$ cat src/rtl/reg_scoreboard.sv
// Pending-write scoreboard for a 16-entry register file.
// Each register keeps a small saturating count of in-flight writes; ID sources are checked against it.
module reg_scoreboard #(
  parameter int NUM_REGS = 16,
  parameter int ADDR_W   = 4,
  parameter int CNT_W    = 2
) (
  input  logic                clk,
  input  logic                rst_n,
  input  logic                flush,
  input  logic                issue_en,
  input  logic [ADDR_W-1:0]   issue_dest,
  input  logic                retire_en,
  input  logic [ADDR_W-1:0]   retire_dest,
  input  logic [ADDR_W-1:0]   src1,
  input  logic [ADDR_W-1:0]   src2,
  input  logic                is_src1_valid,
  input  logic                two_src,
  output logic                hazard_detected,
  output logic [NUM_REGS-1:0] busy_vec,
  output logic                overflow_err,
  output logic                underflow_err
);

  localparam logic [CNT_W-1:0] CNT_MAX = '1;

  logic                issue_accept;
  logic [NUM_REGS-1:0] ovf_hit;
  logic [NUM_REGS-1:0] unf_hit;
  logic                overflow_err_d, overflow_err_q;
  logic                underflow_err_d, underflow_err_q;

  // Hazard uses registered counts only; a retire this cycle does not release the stall yet.
  assign hazard_detected = (is_src1_valid && busy_vec[src1]) ||
                           (two_src && busy_vec[src2]);

  // A stalled ID re-presents its instruction, so an issue during a hazard is dropped.
  assign issue_accept = issue_en && !hazard_detected;

  for (genvar gi = 0; gi < NUM_REGS; gi++) begin : g_reg
    localparam logic [ADDR_W-1:0] IDX = ADDR_W'(gi);

    logic             inc;
    logic             dec;
    logic [CNT_W-1:0] cnt_d;
    logic [CNT_W-1:0] cnt_q;

    assign inc = issue_accept && (issue_dest == IDX);
    assign dec = retire_en && (retire_dest == IDX);

    // Simultaneous issue and retire to the same register cancel out.
    always_comb begin
      cnt_d = cnt_q;
      if (flush) begin
        cnt_d = '0;
      end else if (inc && !dec && (cnt_q != CNT_MAX)) begin
        cnt_d = cnt_q + CNT_W'(1);
      end else if (dec && !inc && (cnt_q != '0)) begin
        cnt_d = cnt_q - CNT_W'(1);
      end
    end

    assign ovf_hit[gi]  = !flush && inc && !dec && (cnt_q == CNT_MAX);
    assign unf_hit[gi]  = !flush && dec && !inc && (cnt_q == '0);
    assign busy_vec[gi] = |cnt_q;

    always_ff @(posedge clk or negedge rst_n) begin
      if (!rst_n) begin
        cnt_q <= '0;
      end else begin
        cnt_q <= cnt_d;
      end
    end
  end

  always_comb begin
    overflow_err_d  = overflow_err_q | (|ovf_hit);
    underflow_err_d = underflow_err_q | (|unf_hit);
  end

  always_ff @(posedge clk or negedge rst_n) begin
    if (!rst_n) begin
      overflow_err_q  <= 1'b0;
      underflow_err_q <= 1'b0;
    end else begin
      overflow_err_q  <= overflow_err_d;
      underflow_err_q <= underflow_err_d;
    end
  end

  assign overflow_err  = overflow_err_q;
  assign underflow_err = underflow_err_q;

endmodule

$ cat config.mk
export PLATFORM = sky130hd
export DESIGN_NAME = reg_scoreboard
export DESIGN_NICKNAME = d
export VERILOG_FILES = /design/src/rtl/reg_scoreboard.sv
export SDC_FILE = /design/constraint.sdc
export NUM_CORES = 1
export LEC_CHECK = 0
export CAP_MARGIN = 25
export CORE_MARGIN = 4
export CORE_UTILIZATION = 25
export CTS_CLUSTER_SIZE = 12
export DETAILED_ROUTE_END_ITERATION = 16
export PLACE_DENSITY = 0.43
export RECOVER_POWER = 50
export SLEW_MARGIN = 40
export SYNTH_ARGS = -nofsm -noshare
export SYNTH_HDL_FRONTEND = slang
export SYNTH_SLANG_ARGS = --single-unit
export TNS_END_PERCENT = 100
$ cat constraint.sdc
create_clock -name clk -period 5.6 [get_ports clk]
set_clock_uncertainty 0.15 [all_clocks]
set_input_delay 1.12 -clock clk [delete_from_list [all_inputs] [get_ports clk]]
set_output_delay 1.12 -clock clk [all_outputs]
set_load 0.005 [all_outputs]
Word level (Yosys, flattened, before mapping)
Index checks and enable logic that the tools add are counted.
Storage, ports and cells
  output and inout bits: 19
  word-level logic and storage cells: 466
  bits in registers: 34
  input port bits: 23
Cells by class
  $lt $le $gt $ge: 2
  bitwise logic cells: 2
  add/sub/neg operators: 32
  equal/unequal tests: 62
  reductions and logical operators: 298
  mux-type cells: 52
Operators with widths (count)
  $logic_and 1x1->1: 195
  $mux 2: 48
  $eq 4x4->1 const B: 16
  $reduce_bool 3->1: 16
  $logic_not 1->1: 34
  $add 2x1->2 const B: 16
  $eq 2x2->1 const B: 16
  $eq 4x3->1 const B: 8
  $logic_not 2->1: 16
  $ne 2x2->1 const B: 16
  $reduce_bool 2->1: 16
  $reduce_or 16->1: 2
  $reduce_or 2->1: 16
  $sub 2x1->2 const B: 16
  $eq 4x2->1 const B: 4
  $lt 4x5->1 const B: 2
  $bmux 1 s4: 2
  $eq 4x1->1 const B: 2
  $logic_not 4->1: 2
  $mux 1: 2
  $or 1x1->1: 2
  $logic_or 1x1->1: 1

Depth between registers and ports, before layout
Gate-level depths: netlist of the first run.
  depth in word-level cells: 14
  gate-level depth with buffers: 11
  depth with buffers taken out: 10

Least setup slack after synthesis of the first run
OpenSTA, ideal clock, no wires.
  path type: input to output
  from: in src1[2]
  to: out hazard_detected
  setup slack: 1.509 ns
  data arrival time: 2.821 ns
  required time: 4.330 ns
  stages on the path: 7
  buffers on the path: 2
  cell sequence: clkbuf_1 -> mux4_2 -> a2111oi_0 -> and4b_4 -> nor2_8 -> inv_2 -> buf_2
On the way
  longest elaborated chain between the ends: 4
Ends and longest elaborated chain
  start: declaration: RTL line 15  | input logic [ADDR_W-1:0] src1,
  $bmux 1 s4: RTL line 34  | assign hazard_detected = (is_src1_valid && busy_vec[src1]) ||
  $mux 1 (not written as such): RTL line 34
  $logic_and 1x1->1: RTL line 34
  $logic_or 1x1->1: RTL line 34
  end: declaration: RTL line 19  | output logic hazard_detected,
Every way passes these cells. The select of a mux whose other input is x is not followed.

Final worst setup path of the first run
Same ends and word-level chain as after synthesis.

==> results.md, run 1 <==
* Htree depth at 2
* Global placement routability congestion at 0.908
* Min Tclk post-route at 5.05 ns
* CTS sink count at 34
* Die Area at 14300 um2
* TritonCTS clock tree: done
* Detail Route Antenna Nets at 0
* Yosys warnings at 0
* Reg clk slew, reported paths at about 0.050 ns
* Failing checks: capacitance limit, slew limit
* Area of the multi-input gates at 2070 um2
* ANT cells at 0
* Most used DFF post-synth: dfrtp_1
* P_leak at 1.57 nW
* Worst Setup End Kind: output port
* DP Area at 3690 um2
* Die X at 120 um
* R2r setup slk at around 2.0 ns
* Via count at around 3400
* Status: finished with violations
* Synth Cell Area at 3110 um2
* Cell area after layout at 3810 um2
* Hold Path Class: reg2reg
* RSZ-0062 raised after global routing: no
* Place WS at 0.581 ns
* Final WS setup at 0.552 ns
* Grt ovf at 0
* I/O Buffers at 41
* DR iter-0 viols at around 310
* Io pins at 42
* Dominant cells by area after synthesis: dfrtp_1 (27%), nor2_1 (7.0%), a21oi_1 (6.6%), nand2_1 (5.5%), mux4_2 (5.1%)
* Worst hold margin at 0.328 ns
* CTS Root Cell: clkbuf_16
* Count of cell types in the netlist at 64
* Slew Viols, Final at 35
* Routed len/inst at 18.1 um
* Final TNS setup at 0 ns
* DRC violations left at 0
* Share of the synthesized area in the top cell type at 0.273
* Hold Startpoint: overflow_err
* Syn_nets at roughly 450
* Cell depth of the worst flop-to-flop path at 10
* PostCTS Resize Cnt at 0
* Peak VDD IR at between 90 and 100 uV
* Slew margin rel. at -0.379
* Syn Inst Count at between 400 and 500
* R2r startpoint: g_reg[12].cnt_q[0]
* Final WL at 11200 um
* Drt first pass iters at 5
* DPL Wire Length at 8500 um
* Hold EP: overflow_err
* Initial antenna violation count at 0
* Seq cells post-synth at 34
* Worst-Skew Late Latency at 0.29 ns
* Max-Cap Viols at 1
* Setup violations, final at 0
* Sequential fraction of the synthesis area at 0.273
* Critical path class: in2out
* Period utilization at 0.901
* Layout cells sized above 1 at 0.0706
* Layout area overhead at 22.6%
* CTS max path bufs at 2
* Critical path required time at about 4.3 ns
* Hold-critical path depth at 1
* CP startpoint kind: input pin
* FMAX at 0.198 GHz
* Number of setup buffers added after CTS at 0
* Layout fillers at 1337
* Pwr/cell area at around 170 nW/um2
* Core ar. at 12100 um2
* First-pass GRT wire length at around 18000 um
* Final hold vios at 0
* Ys async rst share at 1.00
* Die Y at 120 um
* Initial Util at 0.257
* FP Rows at 40
* Largest net degree at the start of global routing at 37
* Arrival time worst endpoint at around 3.8 ns
* Post-synth EDFFs at 0
* CTS Buf Count at 5
* Hold buffers post-CTS at 0
* Vias per Instance at 5.41
* Mapped Avg Cell Area at 7.37 um2
* Reg area at 851 um2
* GRT Total Usage at 0.157
* Yosys top cell by area: dfrtp_1
* Crit-path max FO at 15
* Worst-Margin Slew at approximately 2.1 ns
* Nets at around 480
* FF-to-FF End: underflow_err
* Number of global-route vias before repair at 3108
* Critical Path Start: src1[2]
per-layer routing:
metal | up-vias | part of all wire | wire length [um] | global-route usage
met1 | 1611 | 0.47 | 5270 | 0.223
met5 | - | 0 | 0 | 0
met3 | 23 | 0.057 | 640 | 0.0245
met4 | 0 | 0.027 | 309 | 0.0565
li1 | 1612 | - | - | -
met2 | 112 | 0.45 | 5030 | 0.243
worst max-delay path by stage:
stage                       to  slack [ns]  depth (start not counted)
2_1_floorplan  hazard_detected        1.51                          7
4_1_cts        hazard_detected        0.54                          7
3_5_place_dp   hazard_detected        0.58                          7
5_1_grt        hazard_detected        0.37                          7
3_3_place_gp   hazard_detected        0.58                          7
6_report       hazard_detected        0.55                          7
report_power, final:
group / internal, mW / total [mW] / switching [mW] / leakage (nW)
clock: 0.172 / 0.280 / 0.108 / 0.0688
combinational: 0.0447 / 0.120 / 0.0754 / 1.03
sequential: 0.248 / 0.251 / 0.00317 / 0.469
total: 0.465 / 0.651 / 0.186 / 1.57
area by class of cell:
type	count	area share
Inverter	27	0.0266
Multi-Input combinational cell	340	0.543
Sequential cell	34	0.223
Clock buffer	6	0.0364
Tap cell	168	0.0551
Timing Repair Buffer	46	0.116
stage by stage:
stage                      util  std cells  total power [mW]
final                     0.315        621             0.651
after global routing      0.315        621             0.676
after floorplan               -        422             0.319
after detailed placement  0.305        615             0.375
after CTS                 0.316        621             0.657
after global placement    0.304        615             0.374
worst max-delay path: stages:
cell and delay, ns:
clkdlybuf4s50_1 0.62, mux4_2 0.53, a2111oi_0 0.42, and4b_4 0.30, nor2_8 0.13, inv_2 0.16, clkdlybuf4s50_1 0.49
sequential cells by signal, summed over array words and instances, names as in the netlist:
signal / count
overflow_err: 1
underflow_err: 1
g.cnt_q: 32
cell families after synthesis:
family,Yosys count,synth area share
AO/OA/AOI/OAI,114,0.241
buffers and inverters,48,0.0587
multiplexers,17,0.0832
AND/OR/NAND/NOR,209,0.344
flip-flops,34,0.273
cell usage after synthesis, types with 7 or more instances:
| master | count |
|---|---|
| inv_1 | 25 |
| and2_1 | 7 |
| dfrtp_1 | 34 |
| clkbuf_1 | 18 |
| mux4_2 | 7 |
| a31oi_1 | 7 |
| nor3_1 | 12 |
| nor2_1 | 58 |
| mux2i_1 | 9 |
| a21oi_1 | 41 |
| o21ai_0 | 14 |
| nand2_1 | 46 |
| nand4_1 | 17 |
| nor2b_1 | 14 |
| nand3_1 | 21 |
layout by cell type (no fill, tap or decap), types with 9 or more instances in the layout:
cell type	n
clkdlybuf4s50_1	33
nor3_1	12
a21oi_1	41
nand2_1	46
inv_1	25
nand4_1	17
mux2i_1	9
dfrtp_1	34
nand3_1	21
nor2b_1	14
o21ai_0	14
nor2_1	59
No activity file was read; power rests on OpenSTA's default activity.
==> run 2, diff against run 1 <==
Settings changed: CORE_UTILIZATION 25 to 40, PLACE_DENSITY 0.43 to 0.61.
==> results.md, run 2 (same netlist as run 1, synthesis figures left out) <==
* Io pins at 42
* Min Tclk post-route at 4.88 ns
* Hold Path Class: reg2reg
* Final WL at 9950 um
* Core ar. at 7410 um2
* I/O Buffers at 41
* Die Y at 96.2 um
* R2r startpoint: g_reg[8].cnt_q[0]
* ANT cells at 0
* R2r setup slk at around 2.0 ns
* Period utilization at 0.871
* DRC violations left at 0
* Largest net degree at the start of global routing at 35
* Reg clk slew, reported paths at 0.06 ns
* Htree depth at 2
* GRT Total Usage at 0.225
* Crit path buffers/inverters at 3
* Via count at between 3000 and 4000
* Critical path required time at 4.33 ns
* DPL Wire Length at 7780 um
* Slew Viols, Final at 35
* Critical path's slowest cell: clkdlybuf4s50_1
* Crit-path max FO at 7
* Slowest cell delay on critical path at between 0.6 and 0.7 ns
* P_leak at approximately 1.6 nW
* Number of global-route vias before repair at 3129
* First-pass GRT wire length at 15900 um
* Cell depth of the worst flop-to-flop path at 11
* Critical-path cell list: clkdlybuf4s50_1, mux4_2, a2111oi_0, and4b_4, nor2_8, inv_2, clkdlybuf4s50_1
* Slew margin rel. at -0.281
* CTS Buf Count at 5
* Critical path's most frequent cell: clkdlybuf4s50_1
* FF-to-FF End: underflow_err
* Critical path depth at 7
* Largest Register: g.cnt_q
* Initial antenna violation count at 0
* Status: finished with violations
* Nets at approximately 480
* Worst-Margin Slew at about 1.9 ns
* Peak VDD IR at 71.9 uV
* CTS sink count at 34
* CP startpoint kind: input pin
* Max reg flops at 32
* Grt ovf at 0
* Final TNS setup at 0 ns
* CP top delay family: buffers and inverters
* Detail Route Antenna Nets at 0
* Hold-critical path depth at 1
* Layout area overhead at 18.4%
* FP Rows at 31
* Initial Util at 0.420
* Final hold vios at 0
* Max-Cap Viols at 1
* Arrival time worst endpoint at 3.61 ns
* Worst Setup End Kind: output port
* CTS max path bufs at 2
* Number of setup buffers added after CTS at 0
* FMAX at 0.205 GHz
* Hold buffers post-CTS at 0
* Drt first pass iters at 5
* Hold Startpoint: overflow_err
* Routed len/inst at 18.0 um
* Layout cells sized above 1 at 0.0725
* DR iter-0 viols at 271
* Failing checks: capacitance limit, slew limit
* TritonCTS clock tree: done
* Critical path class: in2out
* PostCTS Resize Cnt at 0
* RSZ-0062 raised after global routing: no
* Global placement routability congestion at 0.921
* Commonest non-fill, non-tap cell in the layout: nor2_1
* Die X at 96.2 um
* Die Area at 9250 um2
* Most frequent cells in the layout: nor2_1 (60), nand2_1 (46), a21oi_1 (41)
* Worst-Skew Late Latency at approximately 0.29 ns
* Vias per Instance at roughly 6
* CTS Root Cell: clkbuf_8
* Hold EP: overflow_err
* Setup violations, final at 0
* Final Power at 0.552 mW
* Pwr/cell area at approximately 150 nW/um2
-- run 2: changes by cell type in the layout (fill, tap and decap cells not counted) --
cell       delta
clkbuf_16     -5
clkbuf_8      +5
buf_4         +2
nor2_1        +1
nor2_2        -1
-- run 2: final cells by class --
cell class / count / area (um2)
Clock buffer: 6 / 82.6
Multi-Input combinational cell: 340 / 2070
Sequential cell: 34 / 851
Inverter: 27 / 101
Fill cell: 749 / 3720
Tap cell: 99 / 124
Timing Repair Buffer: 48 / 457
-- run 2: per-stage QoR --
step | instance area, um2 | setup WS [ns] | instances | utilization | hold WS, ns
after detailed placement | 3610 | 0.698 | 548 | 0.488 | 0.331
after floorplan | 3110 | 1.51 | 422 | - | 0.318
final | 3680 | 0.722 | 554 | 0.497 | 0.337
after CTS | 3690 | 0.686 | 554 | 0.499 | 0.349
after global placement | 3610 | 0.784 | 548 | 0.488 | 0.313
after global routing | 3680 | 0.582 | 554 | 0.497 | 0.345
-- run 2: how the worst max path moves through the flow --
stage                       start              end  slack, ns
after floorplan           src1[2]  hazard_detected       1.51
after global placement    src1[2]  hazard_detected       0.78
after detailed placement  src1[2]  hazard_detected       0.70
after CTS                 src1[2]  hazard_detected       0.69
after global routing      src1[2]  hazard_detected       0.58
final                     src1[2]  hazard_detected       0.72
-- run 2: worst reg2reg max path, cell delays in order, from the launching register on --
cell and delay (ns):
dfrtp_1 0.44, nor2_1 0.39, inv_2 0.07, mux4_2 0.47
a2111oi_0 0.38, and4b_4 0.29, nor2_8 0.14, inv_2 0.06
buf_4 0.19, a2111o_1 0.38, nor4_1 0.35, a32oi_1 0.14
-- run 2: per-layer routing --
metal | GRT usage | up-vias | share of wire
met5 | 0 | - | 0
met4 | 0.0758 | 0 | 0.024
met3 | 0.0407 | 18 | 0.060
met2 | 0.357 | 111 | 0.47
met1 | 0.307 | 1582 | 0.45
li1 | - | 1623 | -
-- run 2: power by group --
part	internal (mW)	total (mW)	switching (mW)
logic	0.0460	0.118	0.0723
clock network	0.0948	0.182	0.0876
registers	0.248	0.251	0.00319
==> variant 1, RTL diff (settings of run 1) <==
Register the input `flush` before use. The logic sees it one clock later. The other inputs are not delayed to match.
--- a/src/rtl/reg_scoreboard.sv
+++ b/src/rtl/reg_scoreboard.sv
@@ -23,6 +23,12 @@
 );
 
   localparam logic [CNT_W-1:0] CNT_MAX = '1;
+
+  logic flush_q;
+
+  always_ff @(posedge clk) begin
+    flush_q <= flush;
+  end
 
   logic                issue_accept;
   logic [NUM_REGS-1:0] ovf_hit;
@@ -51,7 +57,7 @@
     // Simultaneous issue and retire to the same register cancel out.
     always_comb begin
       cnt_d = cnt_q;
-      if (flush) begin
+      if (flush_q) begin
         cnt_d = '0;
       end else if (inc && !dec && (cnt_q != CNT_MAX)) begin
         cnt_d = cnt_q + CNT_W'(1);
@@ -60,8 +66,8 @@
       end
     end
 
-    assign ovf_hit[gi]  = !flush && inc && !dec && (cnt_q == CNT_MAX);
-    assign unf_hit[gi]  = !flush && dec && !inc && (cnt_q == '0);
+    assign ovf_hit[gi]  = !flush_q && inc && !dec && (cnt_q == CNT_MAX);
+    assign unf_hit[gi]  = !flush_q && dec && !inc && (cnt_q == '0);
     assign busy_vec[gi] = |cnt_q;
 
     always_ff @(posedge clk or negedge rst_n) begin
Behaviour: not the same (a bounded check fails within 4 cycles, from zero or initial values and one cycle with rst_n low).
==> variant 1 against run 1 <==
The run still ends with capacitance limit, slew limit left. Final cell count down 4.8%. Total power up 11%. Synthesized area down 1.0%. Sequential cell count up 1. Non-clock buffer count unchanged. Worst setup slack better by 480 ps. Register-to-register slack better by 240 ps. Combinational power up 6%. Clock power up 18%. Worst hold slack better by 26 ps. Design area down 0.16%. Critical path depth down 1. Wire length down 2.8%. Core utilization up 0.21 points. Critical path type unchanged. Critical endpoint unchanged. Largest cell class unchanged.
==> variant 1: results (changes against run 1) <==
| Metric | Value |
|---|---|
| Status | finished, violations left |
| Failing checks | capacitance limit, slew limit |
| Compound-cell area share of the yosys netlist | 22.1% (-1.9 points) |
| Vias in the first global route | 3161 (+1.7%) |
| Crit path max fanout | 3 (-12) |
| HPWL after DPL | 8210 um (-3.4%) |
| Net Count, Synth | 434 (-2.5%) |
| Unique masters post-synth | 52 (-19%) |
| Routability cong. | 0.863 (-5.0%) |
| Crit-path max cell delay | 570 ps (-50 ps) |
| Cells on worst reg2reg path | 8 (-2) |
| P_seq | 264 uW (+5%) |
| Finished Layout Cells | 591 (-4.8%) |
| Syn_area_per_cell | 7.49 um^2 (+1.6%) |
| Int Power | 520 uW (+12%) |
| Lkg Pwr | 1.61 nW (+2.3%) |
| Fin. max-slew vios | 35 (unchanged) |
| Hold depth | 2 (+1) |
| Fill cells | 1305 (-2.4%) |
| Vias | 3279 (-2.4%) |
| Wire length of the first global-routing pass | 17600 um (-0.74%) |
| Async set or reset register ratio after synthesis | 97.1% (-2.9 points) |
| Finished Cell Area | 3810 um^2 (-0.16%) |
| Top post-synthesis cells by area | dfrtp_1 (28%), a21oi_1 (7.0%), nor2_1 (6.7%), nand2_1 (6.0%), mux4_2 (5.9%) |
| Crit path from | src1[0] |
| Tightest Pin Transition | 2020 ps (-51.9 ps) |
| Arrival @ worst endpoint | 3290 ps (-490 ps) |
| Placed cell area | 3630 um^2 (-1.5%) |
| WHS | 354 ps (+25.8 ps) |
| Worst IR Drop VDD | 0.132 mV (+41%) |
| Post-synthesis sequential area ratio | 28.3% (+0.94 points) |
| Ratio of cells with drive above 1 in the final layout | 9.46% (+2.4 points) |
| Max cap viols | 1 (unchanged) |
| Most frequent cells after synthesis | nor2_1 (55), nand2_1 (49), a21oi_1 (43) |
| Pre-CTS WS | 1030 ps (+450 ps) |
| Nets | 466 (-2.3%) |
| Logic power comb | 127 uW (+6%) |
variant 1: cell count changes after synthesis, sizes merged, moves of 4 or more:
| cell | change |
|---|---|
| o21a | +4 |
| and2 | -4 |
| o2111ai | +4 |
| inv | -20 |
| a22oi | -4 |
| nor2 | -6 |
| or2 | +18 |
variant 1: cell type report:
class	instances	share of cell area, %
Multi-Input combinational cell	348	55.6
Sequential cell	35	22.9
Timing Repair Buffer	46	11.6
Tap cell	147	4.83
Clock buffer	5	3.29
Clock inverter	3	1.15
Inverter	7	0.690
variant 1: layer usage:
metal | vias up | share of wire [%] | wire, um | global-route usage (%)
li1 | 1583 | - | - | -
met1 | 1585 | 48 | 5300 | 22.0
met2 | 101 | 45 | 4870 | 25.1
met3 | 10 | 5.8 | 634 | 2.66
met4 | 0 | 1.2 | 127 | 3.26
met5 | - | 0 | 0 | 0
variant 1: tightest hold or removal path: stages (launching register included):
cell     delay (ps)
dfrtp_1         360
a31oi_1          50
nand2_1          60
==> variant 2, RTL diff (flow settings as in run 1) <==
Without the edit above. The parameter `CNT_W` goes from 2 to 3.
--- a/src/rtl/reg_scoreboard.sv
+++ b/src/rtl/reg_scoreboard.sv
@@ -3,7 +3,7 @@
 module reg_scoreboard #(
   parameter int NUM_REGS = 16,
   parameter int ADDR_W   = 4,
-  parameter int CNT_W    = 2
+  parameter int CNT_W    = 3
 ) (
   input  logic                clk,
   input  logic                rst_n,
Function: same outputs for any inputs over 4 cycles, from zero or initial values and one cycle with rst_n low; that may be too few to reach the edited logic, so the function may still have changed.
==> variant 2 against run 1 <==
The flow still finishes with violations (capacitance limit, slew limit). Worst setup slack got worse by 98 ps. Largest power group is now registers. Design area rose by 42%. Non-clock buffer count rose by 13. Core utilization fell by 1.3 points. Synthesized area rose by 46%. Sequential cell count rose by 16. Wire length rose by 39%. Global-route usage fell by 0.20 points. Register-to-register slack got worse by 790 ps. Fmax fell by 1.9%. Total power rose by 59%.
==> variant 2: results (changes against run 1) <==
| Metric | Value |
|---|---|
| Status | finished, violations left |
| Failing checks | capacitance limit, slew limit |
| Clk_lat worst skew | 310 ps (+20 ps) |
| Net Count, Synth | 598 (+34%) |
| Ratio of cells with drive above 1 in the final layout | 8.64% (+1.6 points) |
| Fin. max-slew vios | 51 (+46%) |
| Initial drt markers | 331 (+6.4%) |
| Top post-synthesis cells by area | dfrtp_1 (27%), fa_1 (7.0%), inv_1 (4.8%), nor2_1 (4.5%), nand3_1 (4.0%) |
| Lkg Pwr | 2.13 nW (+35%) |
| Clk slew on worst S/H paths | 70 ps (+20 ps) |
| Nets | 640 (+34%) |
| Routed WL | 15600 um (+39%) |
| Crit path max fanout | 7 (-8) |
| Avg WL per Cell | 18.8 um (+3.6%) |
| Most frequent cells after synthesis | inv_1 (58), nor2_1 (54), dfrtp_1 (50) |
| Critical Path Slowest Stage Cell | a2111oi_0 |
| HPWL after DPL | 11900 um (+40%) |
| Vias in the first global route | 4369 (+41%) |
| Post-synthesis adder-cell area fraction | 7.03% (+7.0 points) |
| Total track usage | 15.6% (-0.20 points) |
| Post-synthesis sequential area ratio | 27.5% (+0.13 points) |
| Pin count of the biggest net entering global routing | 51 (+38%) |
| Max reg flops | 48 (+50%) |
| Crit-path max cell delay | 680 ps (+60 ps) |
| Max cap viols | 1 (unchanged) |
| Worst R2R Start | g_reg[4].cnt_q[0] |
| Routability cong. | 0.892 (-1.8%) |
| Hold wc startpoint | g_reg[5].cnt_q[2] |
| Cells on worst reg2reg path | 12 (+2) |
| Wire length of the first global-routing pass | 24800 um (+40%) |
## variant 2: changes by cell type in the layout (fill, tap and decap cells not counted), sizes merged, moves of 7 or more
cell	change
nand3	+15
nor2	-7
buf	+13
nor3	+20
mux2i	-7
and3	+20
dfrtp	+16
a21oi	-21
inv	+31
a211oi	+19
fa	+16
nand2	-13
nand4	-10
xnor2	+17
## variant 2: final cells by class
type	count	area (um^2)
clock buffer	7	143
clock inverter	1	5.00
fill	1906	12500
inverter	58	218
multi-input combinational	427	2980
sequential	50	1250
tap	229	287
timing repair buffer	59	528
## variant 2: layer usage
metal	vias up	routed length, um	global-route usage [%]
li1	2141	-	-
met1	2214	7250	21.3
met2	113	7330	25.6
met3	17	754	2.85
met4	0	265	3.75
met5	-	0	0
## variant 2: through the flow
stage                     setup slack [ps]  instance area [um^2]
after floorplan                       1200                  4550
after global routing                   337                  5420
after global placement                 503                  5270
final                                  454                  5420
after detailed placement               508                  5270
after CTS                              492                  5420
## variant 2: worst max-delay path by stage
stage | from | end | slack, ps | cells past startpoint
2_1_floorplan | src1[0] | g_reg[7].cnt_q[2] | 1200 | 12
3_3_place_gp | src1[0] | hazard_detected | 500 | 7
3_5_place_dp | src1[0] | hazard_detected | 510 | 7
4_1_cts | src1[0] | hazard_detected | 490 | 7
5_1_grt | src1[0] | hazard_detected | 340 | 7
6_report | src1[0] | hazard_detected | 450 | 7
## variant 2: power by group
| part | switching (mW) | internal, mW | leakage (nW) |
|---|---|---|---|
| Sequential | 0.0314 | 0.385 | 0.683 |
| Clock | 0.150 | 0.178 | 0.0739 |
| Combinational | 0.161 | 0.128 | 1.37 |
| Total | 0.343 | 0.691 | 2.13 |
## variant 2: worst max-delay path: cells and delay by family
family                 cells  cell delay (ps)
buffers and inverters      2             1190
and+or+nand+nor            2              450
AOI/OAI and AO/OA          3             1110
